--- src/rtl/lcd_pkg.sv ---
// Shared definitions for the LCD command sequencer: op codes, HD44780 instruction
// bytes, delay constants and the sequencer state encoding.
package lcd_pkg;

  localparam logic [2:0] OP_NOP     = 3'd0;
  localparam logic [2:0] OP_INIT    = 3'd1;
  localparam logic [2:0] OP_CONFIG  = 3'd2;
  localparam logic [2:0] OP_WRITE   = 3'd3;
  localparam logic [2:0] OP_CLEAR   = 3'd4;
  localparam logic [2:0] OP_HOME    = 3'd5;
  localparam logic [2:0] OP_SET_POS = 3'd6;
  localparam logic [2:0] OP_OFF     = 3'd7;

  localparam logic [7:0] LCD_CLEAR     = 8'h01;
  localparam logic [7:0] LCD_HOME      = 8'h02;
  localparam logic [7:0] LCD_ENTRY     = 8'h06;
  localparam logic [7:0] LCD_DISP_ON   = 8'h0C;
  localparam logic [7:0] LCD_DISP_OFF  = 8'h08;
  localparam logic [7:0] LCD_FUNC_BASE = 8'h20;
  localparam logic [7:0] LCD_SET_DDRAM = 8'h80;

  localparam int unsigned T_PWR_US   = 15000;
  localparam int unsigned T_SHORT_US = 42;
  localparam int unsigned T_LONG_US  = 1640;

  typedef enum logic [2:0] {
    S_IDLE,
    S_PWR_WAIT,
    S_ISSUE,
    S_DRV_WAIT,
    S_EXEC_WAIT
  } state_t;

  typedef struct packed {
    logic       rs;
    logic [7:0] data;
    logic       long_dly;
  } lcd_xfer_t;

  function automatic lcd_xfer_t op_xfer(input logic [2:0] op, input logic [7:0] arg,
                                        input logic lines2);
    lcd_xfer_t x;
    x = '{rs: 1'b0, data: LCD_DISP_OFF, long_dly: 1'b0};
    case (op)
      OP_CONFIG:  x.data = LCD_DISP_OFF | {5'b0, arg[2:0]};
      OP_WRITE:   begin x.rs = 1'b1; x.data = arg; end
      OP_CLEAR:   begin x.data = LCD_CLEAR; x.long_dly = 1'b1; end
      OP_HOME:    begin x.data = LCD_HOME; x.long_dly = 1'b1; end
      OP_SET_POS: x.data = LCD_SET_DDRAM | {1'b0, lines2 & arg[6], 2'b00, arg[3:0]};
      default:    x.data = LCD_DISP_OFF;
    endcase
    return x;
  endfunction

  function automatic lcd_xfer_t init_xfer(input logic [1:0] step, input logic dl,
                                          input logic lines2);
    lcd_xfer_t x;
    x = '{rs: 1'b0, data: LCD_CLEAR, long_dly: 1'b0};
    case (step)
      2'd0:    x.data = LCD_FUNC_BASE | {3'b0, dl, lines2, 3'b000};
      2'd1:    x.data = LCD_ENTRY;
      2'd2:    x.data = LCD_DISP_ON;
      default: x.long_dly = 1'b1;
    endcase
    return x;
  endfunction

endpackage

--- src/rtl/lcd_delay_timer.sv ---
// Down-counting cycle timer; done is high on the final cycle of a loaded count.
module lcd_delay_timer #(
  parameter int CLK_HZ = 50_000_000,
  parameter int MAX_US = 15000,
  localparam int W = $clog2(MAX_US * (CLK_HZ / 1_000_000) + 1)
) (
  input  logic         clk,
  input  logic         rst,
  input  logic         load,
  input  logic [W-1:0] load_cycles,
  output logic         done
);

  logic [W-1:0] count;

  always_ff @(posedge clk) begin
    if (rst)
      count <= '0;
    else if (load)
      count <= load_cycles;
    else if (count != '0)
      count <= count - W'(1);
  end

  assign done = (count == W'(1));

endmodule

--- src/rtl/lcd_cmd_sequencer.sv ---
// Accepts high-level LCD operations and sequences instruction/data bytes to the
// bus driver, timing each instruction's execution with an internal cycle timer.
module lcd_cmd_sequencer
  import lcd_pkg::*;
#(
  parameter int CLK_HZ  = 50_000_000,
  parameter bit DL_8BIT = 1'b0,
  parameter bit LINES2  = 1'b1
) (
  input  logic       clk,
  input  logic       rst,
  input  logic       cmd_valid,
  output logic       cmd_ready,
  input  logic [2:0] cmd_op,
  input  logic [7:0] cmd_arg,
  output logic       drv_valid,
  output logic       drv_rs,
  output logic [7:0] drv_byte,
  input  logic       drv_done,
  output logic       busy,
  output logic       init_done,
  output logic       error
);

  localparam int unsigned CYC_US = CLK_HZ / 1_000_000;
  localparam int TW = $clog2(T_PWR_US * CYC_US + 1);
  localparam logic [TW-1:0] CYC_PWR   = TW'(T_PWR_US * CYC_US);
  localparam logic [TW-1:0] CYC_SHORT = TW'(T_SHORT_US * CYC_US);
  localparam logic [TW-1:0] CYC_LONG  = TW'(T_LONG_US * CYC_US);

  state_t      state;
  logic [1:0]  step;
  logic        in_init;
  logic        long_dly;
  logic        accept;
  logic        tmr_load;
  logic        tmr_done;
  logic [TW-1:0] tmr_cycles;
  lcd_xfer_t   op_x;
  lcd_xfer_t   init_x;

  assign accept = cmd_valid & cmd_ready;
  assign busy   = ~cmd_ready;
  assign op_x   = op_xfer(cmd_op, cmd_arg, LINES2);

  always_comb begin
    init_x = init_xfer((state == S_PWR_WAIT) ? 2'd0 : step + 2'd1, DL_8BIT, LINES2);
  end

  // Timer is loaded once for the power-up wait and once per completed byte.
  always_comb begin
    tmr_load   = ((state == S_IDLE) && accept && (cmd_op == OP_INIT)) ||
                 ((state == S_DRV_WAIT) && drv_done);
    tmr_cycles = CYC_SHORT;
    if (state == S_IDLE)
      tmr_cycles = CYC_PWR;
    else if (long_dly)
      tmr_cycles = CYC_LONG;
  end

  lcd_delay_timer #(
    .CLK_HZ (CLK_HZ),
    .MAX_US (T_PWR_US)
  ) u_timer (
    .clk         (clk),
    .rst         (rst),
    .load        (tmr_load),
    .load_cycles (tmr_cycles),
    .done        (tmr_done)
  );

  // drv_valid is raised on every transition into ISSUE so the byte is presented there.
  always_ff @(posedge clk) begin
    if (rst) begin
      state     <= S_IDLE;
      step      <= 2'd0;
      in_init   <= 1'b0;
      long_dly  <= 1'b0;
      cmd_ready <= 1'b1;
      drv_valid <= 1'b0;
      drv_rs    <= 1'b0;
      drv_byte  <= 8'h00;
      init_done <= 1'b0;
      error     <= 1'b0;
    end else begin
      case (state)
        S_IDLE: begin
          if (accept) begin
            if (cmd_op == OP_INIT) begin
              init_done <= 1'b0;
              error     <= 1'b0;
              step      <= 2'd0;
              in_init   <= 1'b1;
              cmd_ready <= 1'b0;
              state     <= S_PWR_WAIT;
            end else if (cmd_op != OP_NOP) begin
              if (!init_done) begin
                error <= 1'b1;
              end else begin
                in_init   <= 1'b0;
                long_dly  <= op_x.long_dly;
                drv_valid <= 1'b1;
                drv_rs    <= op_x.rs;
                drv_byte  <= op_x.data;
                cmd_ready <= 1'b0;
                state     <= S_ISSUE;
              end
            end
          end
        end
        S_PWR_WAIT: begin
          if (tmr_done) begin
            step      <= 2'd0;
            long_dly  <= init_x.long_dly;
            drv_valid <= 1'b1;
            drv_rs    <= init_x.rs;
            drv_byte  <= init_x.data;
            state     <= S_ISSUE;
          end
        end
        S_ISSUE: state <= S_DRV_WAIT;
        S_DRV_WAIT: begin
          if (drv_done) begin
            drv_valid <= 1'b0;
            state     <= S_EXEC_WAIT;
          end
        end
        S_EXEC_WAIT: begin
          if (tmr_done) begin
            if (in_init && (step != 2'd3)) begin
              step      <= step + 2'd1;
              long_dly  <= init_x.long_dly;
              drv_valid <= 1'b1;
              drv_rs    <= init_x.rs;
              drv_byte  <= init_x.data;
              state     <= S_ISSUE;
            end else begin
              if (in_init)
                init_done <= 1'b1;
              in_init   <= 1'b0;
              cmd_ready <= 1'b1;
              state     <= S_IDLE;
            end
          end
        end
        default: state <= S_IDLE;
      endcase
      if (drv_done && (state != S_DRV_WAIT))
        error <= 1'b1;
    end
  end

endmodule

--- config.mk ---
export PLATFORM = sky130hd
export DESIGN_NAME = lcd_cmd_sequencer
export DESIGN_NICKNAME = d
export VERILOG_FILES = /design/src/rtl/lcd_pkg.sv /design/src/rtl/lcd_delay_timer.sv /design/src/rtl/lcd_cmd_sequencer.sv
export SDC_FILE = /design/constraint.sdc
export NUM_CORES = 1
export LEC_CHECK = 0
export CORE_AREA = 2 2 101 54
export DETAILED_ROUTE_END_ITERATION = 8
export DIE_AREA = 0 0 103 56
export PLACE_DENSITY = 0.8
export SLEW_MARGIN = 20
export SYNTH_ARGS = -nofsm -noshare
export SYNTH_HDL_FRONTEND = slang
export SYNTH_HIERARCHICAL = 1
export SYNTH_SLANG_ARGS = --single-unit
--- constraint.sdc ---
create_clock -name clk -period 5.3 [get_ports clk]
set_input_delay 1.06 -clock clk [delete_from_list [all_inputs] [get_ports clk]]
set_output_delay 1.06 -clock clk [all_outputs]
set_load 0.02 [all_outputs]
# Yosys cells after proc, flatten, opt, wreduce, memory -nomap -nowiden
# Index checks and enable logic that the tools add are counted.
# Widths: inputs -> output; s select.
dict set report totals {
  regBits 40
  inputBits 15
  out_inout_bits 14
  elab_cells 152
}
dict set report op_classes {
  n_addsub 2
  n_eq_ne 29
  muxes 82
  bitwise 2
  reduce_logical 26
}
# cell count
set op_table {}
lappend op_table {{$mux 20} 3}
lappend op_table {{$mux 8} 7}
lappend op_table {{$mux 1} 46}
lappend op_table {{$pmux 8 s5} 1}
lappend op_table {{$pmux 8 s3} 1}
lappend op_table {{$reduce_and 6->1} 4}
lappend op_table {{$mux 3} 7}
lappend op_table {{$eq 20x1->1 const B} 1}
lappend op_table {{$ne 2x2->1 const B} 10}
lappend op_table {{$reduce_bool 20->1} 1}
lappend op_table {{$sub 20x1->20 const B} 1}
lappend op_table {{$pmux 6 s3} 1}
lappend op_table {{$mux 17} 1}
lappend op_table {{$pmux 3 s5} 1}
lappend op_table {{$mux 2} 7}
lappend op_table {{$eq 3x2->1 const B} 4}
lappend op_table {{$eq 3x3->1 const B} 4}
lappend op_table {{$reduce_and 9->1} 1}
lappend op_table {{$reduce_bool 3->1} 3}
lappend op_table {{$reduce_and 8->1} 1}
lappend op_table {{$reduce_bool 2->1} 4}
lappend op_table {{$eq 3x1->1 const B} 2}
lappend op_table {{$ne 3x1->1 const B} 2}
lappend op_table {{$ne 3x2->1 const B} 2}
lappend op_table {{18 further kinds} 26}

# Logic depth before layout (Yosys ltp)
# Gate-level depths: netlist of the first run.
dict set report depth {
  ltp_word 8
  mapped_depth 13
}

# By module
# Netlist of the first run, hierarchy kept.
# mod n_inst cells_each area_per_inst_um2
set modules_own_cells {}
lappend modules_own_cells {lcd_cmd_sequencer 1 156 1197.4}
lappend modules_own_cells {lcd_delay_timer 1 159 1191.1}

# Worst setup path after synthesis of the first run
# OpenSTA, ideal clock, no wires.
dict set report synth_path {
  path_kind {input to register}
  from {input cmd_op[2]}
  to {register u_timer.count[11]}
  setup_ns 0.116
  t_arrival_ns 2.473
  t_required_ns 5.184
  path_slack_ns 2.711
  stages 11
  n_path_buf 2
  cell_sequence {nand2b_1 nor2_1 nand2_1 nand2_1 clkbuf_1 inv_1 nand2_1 or3_1 buf_6 o21a_1 o211a_1}
}
dict set report synth_via {
  elab_chain_cells 4
}
# item line_no
set synth_rtl {}
lappend synth_rtl {{from (decl)} lcd_cmd_sequencer.sv:14} ;# input logic [2:0] cmd_op,
lappend synth_rtl {{$eq 3x1->1 (*)} lcd_cmd_sequencer.sv:52} ;# tmr_load = ((state == S_IDLE) && accept && (cmd_op == OP_INIT)) ||
lappend synth_rtl {{$logic_and 1x1->1 (*)} lcd_cmd_sequencer.sv:52}
lappend synth_rtl {{$logic_or 1x1->1 (*)} lcd_cmd_sequencer.sv:52}
lappend synth_rtl {{net tmr_load} lcd_cmd_sequencer.sv:36} ;# logic tmr_load;
lappend synth_rtl {{$mux 20 / $reduce_bool 2->1 (equally long branches)} --}
lappend synth_rtl {{to (signal assigned)} lcd_delay_timer.sv:20} ;# count <= load_cycles;
lappend synth_rtl {{to (signal assigned)} lcd_delay_timer.sv:22} ;# count <= count - W'(1);
lappend synth_rtl {{to (decl)} lcd_delay_timer.sv:14} ;# logic [W-1:0] count;
# The timed path passes the listed nets; every way through them passes the cells marked *.
# A chain may end at the register's enable or synchronous reset.

# Worst setup path in the final report of the first run
dict set report layout_path {
  from {input cmd_op[2]}
  to {register u_timer.count[19]}
}
# The elaborated chain is that of the path after synthesis.

==> results of run 1 <==
critical path: stages:
cell and delay, ns:
clkdlybuf4s50_1 0.58, nand2b_1 0.21, nor2_1 0.10, nand2_1 0.13, nand2_1 0.06, buf_4 0.21, inv_1 0.52, nand2_1 0.14
or3_1 0.47, nand2b_1 0.34, a211oi_1 0.08
Yosys cell counts (all sizes together) (4+ instances only):
master,number,area [um2]
dfxtp,40,801
nand2,38,145
nor2,38,143
a21oi,25,125
o21ai,25,125
inv,15,56.3
a211oi,14,105
nand3,13,65.1
clkbuf,10,37.5
nor3,9,45.0
xnor2,9,78.8
nand2b,8,57.6
nor4,8,86.3
ha,7,87.6
buf,6,51.3
nor2b,5,31.3
mux2i,4,40.0
nor3b,4,30.0
registers in the layout, indices dropped and copies added (netlist names):
signal	count
u_timer/count	20
drv_byte	8
state	3
step	2
cmd_ready	1
drv_rs	1
drv_valid	1
error	1
in_init	1
init_done	1
long_dly	1
power by group:
group	internal [uW]	switching [uW]	total [uW]
combinational	269	378	647
clock	142	118	260
sequential	380	93.4	473
worst max-delay path by stage:
stage / to / slack [ns] / start / cells past startpoint
after floorplan: u_timer/count[11] / 2.71 / cmd_op[2] / 11
after global placement: u_timer/count[14] / 1.40 / cmd_op[2] / 11
after detailed placement: u_timer/count[14] / 1.28 / cmd_op[2] / 11
after CTS: u_timer/count[19] / 1.59 / cmd_op[2] / 11
after global routing: u_timer/count[4] / 1.23 / cmd_op[2] / 11
final: u_timer/count[19] / 1.54 / cmd_op[2] / 11
stage by stage:
stage / hold slack, ns / total power (uW) / std cells
floorplan: 0.450 / 958 / 321
global placement: 0.453 / 1090 / 405
detailed placement: 0.458 / 1110 / 405
CTS: 0.480 / 1370 / 413
global route: 0.493 / 1480 / 413
finish: 0.474 / 1380 / 413
metal layers:
metal | global-route usage (%) | up-vias | part of all wire (%)
met5 | 0 | - | 0
met2 | 33.8 | 77 | 48
met4 | 7.33 | 0 | 1.3
met1 | 27.2 | 1050 | 46
li1 | - | 1162 | -
met3 | 4.52 | 14 | 5.1
layout make-up:
class | count | area share, %
Clock buffer | 5 | 2.44
Clock inverter | 3 | 1.64
Inverter | 15 | 2.00
Multi-Input combinational cell | 250 | 52.0
Sequential cell | 40 | 28.4
Tap cell | 70 | 3.11
Timing Repair Buffer | 30 | 10.3
logic make-up (layout without fill, tap and decap cells):
family	after synthesis	after routing	share of synthesized area, %
DFF	40	40	33.5
buffers and inverters	31	53	6.08
AOI/OAI and AO/OA	86	86	22.4
xor gates and xnor gates	11	11	4.03
and+or+nand+nor	134	134	28.3
adders and majority gates	7	7	3.67
muxes	4	4	1.68
other	2	8	0.314
==> impl_metrics.csv, run 1 <==
group,metric,value,unit
synth,yosys_warnings,6,
routing,vias,2303,
worst_hold_path,whs_endpoint,"drv_byte[1]",
worst_setup_path,cp_max_fo,25,
worst_setup_path,r2r-start,"u_timer/count[10]",
finish,area_delta_synth_final,17.9,%
floorplan,row_count,18,
placed_design,place.gp.congestion,0.910,
grt,overflow,0,
sta,rsz0062_at_grt,"no",
sta,period_share,70.9,%
clock_network,hold_buffers,0,
clock_network,cts_setup_buffers,0,
sta,slew_viol_final,0,
worst_setup_path,r2r_end,"drv_byte[1]",
worst_hold_path,hold_class,"flop to flop",
placed_design,port_buffers,28,
synth,synth-edff-count,0,
grt,grt_pass1_wl,9.76,mm
synth,async_reset_ff_share,0,%
floorplan,ios,29,
finish,fin_nets,364,
clock_network,root_buffer,"clkbuf_8",
clock_network,cts_buffer_depth,2,
worst_setup_path,crit_required,5.45,ns
routing,wl,5.80,mm
clock_network,clock_latency,0.30,ns
worst_setup_path,crit_type,"input port to flop",
routing,routed_via_density,5.58,
power_and_ir_drop,power_density,490,nW/um2
floorplan,die_w,103,um
clock_network,numCtsBuffers,5,
clock_network,cts_sinks,40,
sta,skew,0.0127,ns
finish,layout_commonest_cell,"dfxtp_1",
worst_setup_path,r2r_slack,2.06,ns
finish,final_area,2820,um2
sta,tightest_slew,1.03,ns
clock_network,cts_resized,0,
synth,ys.flop_type,"dfxtp_1",
sta,setup_viol,0,
routing,drc,0,
synth,synthDistinctLibCells,50,
floorplan,core,4820,um2
placed_design,preCtsSetupSlack,1.28,ns
worst_hold_path,min_from,"drv_byte[1]",
power_and_ir_drop,ir_drop,210,uV
routing,antenna_left,0,
worst_setup_path,r2r_cells,8,
placed_design,hpwl,4.18,mm
sta,fin_setup_tns,0,ns
grt,grt_pass1_vias,2159,
finish,fillers,438,
synth,syn_area_per_cell,7.58,um2
job,maxCapViolCount,0,
routing,drt_pass1_iterations,5,
worst_hold_path,min_delay_path_depth,2,
finish,n_antenna_cell,0,
finish,finish.utilization,58.4,%
sta,fmax,266,MHz
finish,final_cell_mix,"40 x dfxtp_1, 38 x nor2_1, 37 x nand2_1",
grt,grt_util_all_layers,20.8,%
worst_setup_path,cp.arrival,3.91,ns
floorplan,die_h,56,um
finish,multiInputGateArea,1470,um2
routing,first_iter_violations,149,
clock_network,clkTransAtPathRegs,0.08,ns
placed_design,postPlaceCellArea,2710,um2
clock_network,tritoncts,"done",
synth,netlist_area,2390,um2
synth,ys_seq_area_share,33.5,%
synth,syn_inst,315,
sta,fin_crit,3.76,ns
clock_network,cts_max_level,2,
finish,ff_latch_area,801,um2
run_status,status,"finished, final reports clean",
worst_setup_path,end_kind,"flop",
power_and_ir_drop,leakagePower,0.00105,uW
sta,final-hold-violation-count,0,
routing,wl_per_cell,14.0,um
worst_setup_path,critPathLaunchType,"input port",
synth,ys_ff_latch,40,
grt,grt_max_degree,31,
grt,antenna_found_initial,0,
sta,fin_ws,1.54,ns
floorplan,dieArea,5770,um2
floorplan,start_util,49.6,%
finish,drive_above_1_share,5.25,%
sta,maxSlewHeadroom,31.3,%
Note: power is estimated with default switching activity, not from simulation.
==> run 2, diff against run 1 <==
--- a/config.mk
+++ b/config.mk
@@ -8,7 +8,7 @@
 export CORE_AREA = 2 2 101 54
 export DETAILED_ROUTE_END_ITERATION = 8
 export DIE_AREA = 0 0 103 56
-export PLACE_DENSITY = 0.8
+export PLACE_DENSITY = 0.83
 export SLEW_MARGIN = 20
 export SYNTH_ARGS = -nofsm -noshare
 export SYNTH_HDL_FRONTEND = slang
==> constraint.sdc (replaced) <==
create_clock -name clk -period 3.4 [get_ports clk]
set_input_delay 0.68 -clock clk [delete_from_list [all_inputs] [get_ports clk]]
set_output_delay 0.68 -clock clk [all_outputs]
set_load 0.02 [all_outputs]
==> impl_metrics.csv, run 2 (synthesis results as in run 1) <==
group,metric,value,unit
run_status,status,"finished, final reports clean",
power_and_ir_drop,leakagePower,0.00107,uW
sta,rsz0062_at_grt,"no",
grt,antenna_found_initial,0,
routing,drt_pass1_iterations,5,
power_and_ir_drop,power_density,742,nW/um2
worst_setup_path,endpoint,"step[0]",
finish,largest_register,"u_timer/count",
routing,routed_via_density,5.68,
finish,multiInputGateArea,1470,um2
finish,drive_above_1_share,6.32,%
worst_setup_path,worst_path_most_repeated_cell,"nor2_1",
floorplan,ios,29,
clock_network,hold_buffers,0,
grt,grt_util_all_layers,21.2,%
clock_network,cts_sinks,40,
grt,grt_pass1_vias,2180,
finish,final_cell_mix,"40 x dfxtp_1, 38 x nor2_1, 37 x nand2_1",
floorplan,die_h,56,um
sta,final-hold-violation-count,0,
clock_network,cts_buffer_depth,2,
worst_setup_path,crit_start,"u_timer/count[6]",
worst_setup_path,cp_slowest_cell,"nor4b_1",
worst_setup_path,r2r_end,"step[0]",
sta,fin_setup_tns,0,ns
sta,skew,0.00685,ns
clock_network,tritoncts,"done",
routing,vias,2374,
finish,n_antenna_cell,0,
routing,wl_per_cell,14.0,um
power_and_ir_drop,finalPower,2110,uW
grt,grt_max_degree,25,
grt,grt_pass1_wl,9.93,mm
job,maxCapViolCount,0,
worst_setup_path,r2r_cells,8,
sta,slew_viol_final,0,
finish,ff_latch_area,801,um2
sta,setup_viol,0,
power_and_ir_drop,ir_drop,353,uV
routing,antenna_left,0,
sta,maxSlewHeadroom,52.7,%
sta,tightest_slew,0.704,ns
clock_network,cts_max_level,2,
floorplan,dieArea,5770,um2
clock_network,clkTransAtPathRegs,0.08,ns
worst_setup_path,r2r-start,"u_timer/count[6]",
worst_setup_path,cp_max_fo,6,
routing,first_iter_violations,103,
placed_design,post-place-cells,411,
placed_design,place.gp.congestion,0.923,
finish,reg.largest.list,"u_timer/count (20), drv_byte (8), state (3)",
finish,layout_commonest_cell,"dfxtp_1",
finish,fin_nets,370,
worst_setup_path,r2r_slack,0.58,ns
finish,fillers,447,
worst_setup_path,end_kind,"flop",
clock_network,cts_setup_buffers,0,
clock_network,root_buffer,"clkbuf_8",
floorplan,row_count,18,
finish,finish.utilization,59.1,%
finish,largest_register_ffs,20,
floorplan,core,4820,um2
clock_network,cts_resized,0,
sta,fmax,354,MHz
placed_design,port_buffers,28,
worst_setup_path,crit_type,"flop to flop",
floorplan,die_w,103,um
clock_network,clock_latency,0.30,ns
worst_setup_path,cpPeakStageDelay,0.52,ns
worst_setup_path,critical_path.cell_chain,"nor4_4, nand3_1, nor2_1, inv_1, o22a_1, nor4b_1, mux2i_1, nor2_1",
sta,fin_crit,2.82,ns
finish,stdcell_count,418,
floorplan,start_util,49.6,%
finish,area_delta_synth_final,19.2,%
worst_setup_path,cp.arrival,2.99,ns
worst_setup_path,critPathLaunchType,"flop",
sta,period_share,83.0,%
grt,overflow,0,
placed_design,hpwl,4.27,mm
routing,drc,0,
worst_setup_path,crit_required,3.57,ns
clock_network,numCtsBuffers,5,
routing,wl,5.84,mm
worst_hold_path,hold_class,"flop to flop",
-- run 2: worst max-delay path: cells and delay by family (launching register included) --
family          cells  cell delay [ns]
mux                 1             0.25
simple gates        5             1.63
compound gates      1             0.28
flops               1             0.37
buf+inv             1             0.15
-- run 2: worst min path at each step --
stage                      from     endpoint  slack (ns)  cells past startpoint
finish              drv_byte[3]  drv_byte[3]        0.47                      2
global route        drv_byte[3]  drv_byte[3]        0.49                      2
CTS                 drv_byte[3]  drv_byte[3]        0.48                      2
detailed placement  drv_byte[3]  drv_byte[3]        0.45                      2
global placement         drv_rs       drv_rs        0.45                      2
floorplan               step[1]      step[1]        0.45                      2
-- run 2: metal layers --
layer / vias up / GRT usage (%) / wire length, um
met5: - / 0 / 0
met2: 112 / 35.1 / 2880
li1: 1164 / - / -
met1: 1085 / 27.6 / 2520
met4: 0 / 8.08 / 86
met3: 13 / 3.52 / 350
-- run 2: final cells by class --
cell class	instances	area share [%]
multi-input combinational	250	51.5
sequential	40	28.1
clock buffer	7	3.38
timing repair buffer	36	12.0
inverter	15	1.98
tap	70	3.08
-- run 2: metrics by stage --
stage / setup WS, ns / instance area, um2 / hold WS [ns]
floorplan: 0.925 / 2410 / 0.450
global placement: 0.589 / 2750 / 0.451
detailed placement: 0.402 / 2750 / 0.451
CTS: 0.591 / 2850 / 0.475
global route: 0.360 / 2850 / 0.494
finish: 0.577 / 2850 / 0.470
-- run 2: power by group --
| group | switching [uW] | leakage [uW] | total [uW] | internal, uW |
|---|---|---|---|---|
| Clock | 167 | 0.0000503 | 348 | 181 |
| Combinational | 577 | 0.000694 | 1020 | 441 |
| Sequential | 153 | 0.000327 | 745 | 592 |
| Total | 898 | 0.00107 | 2110 | 1210 |
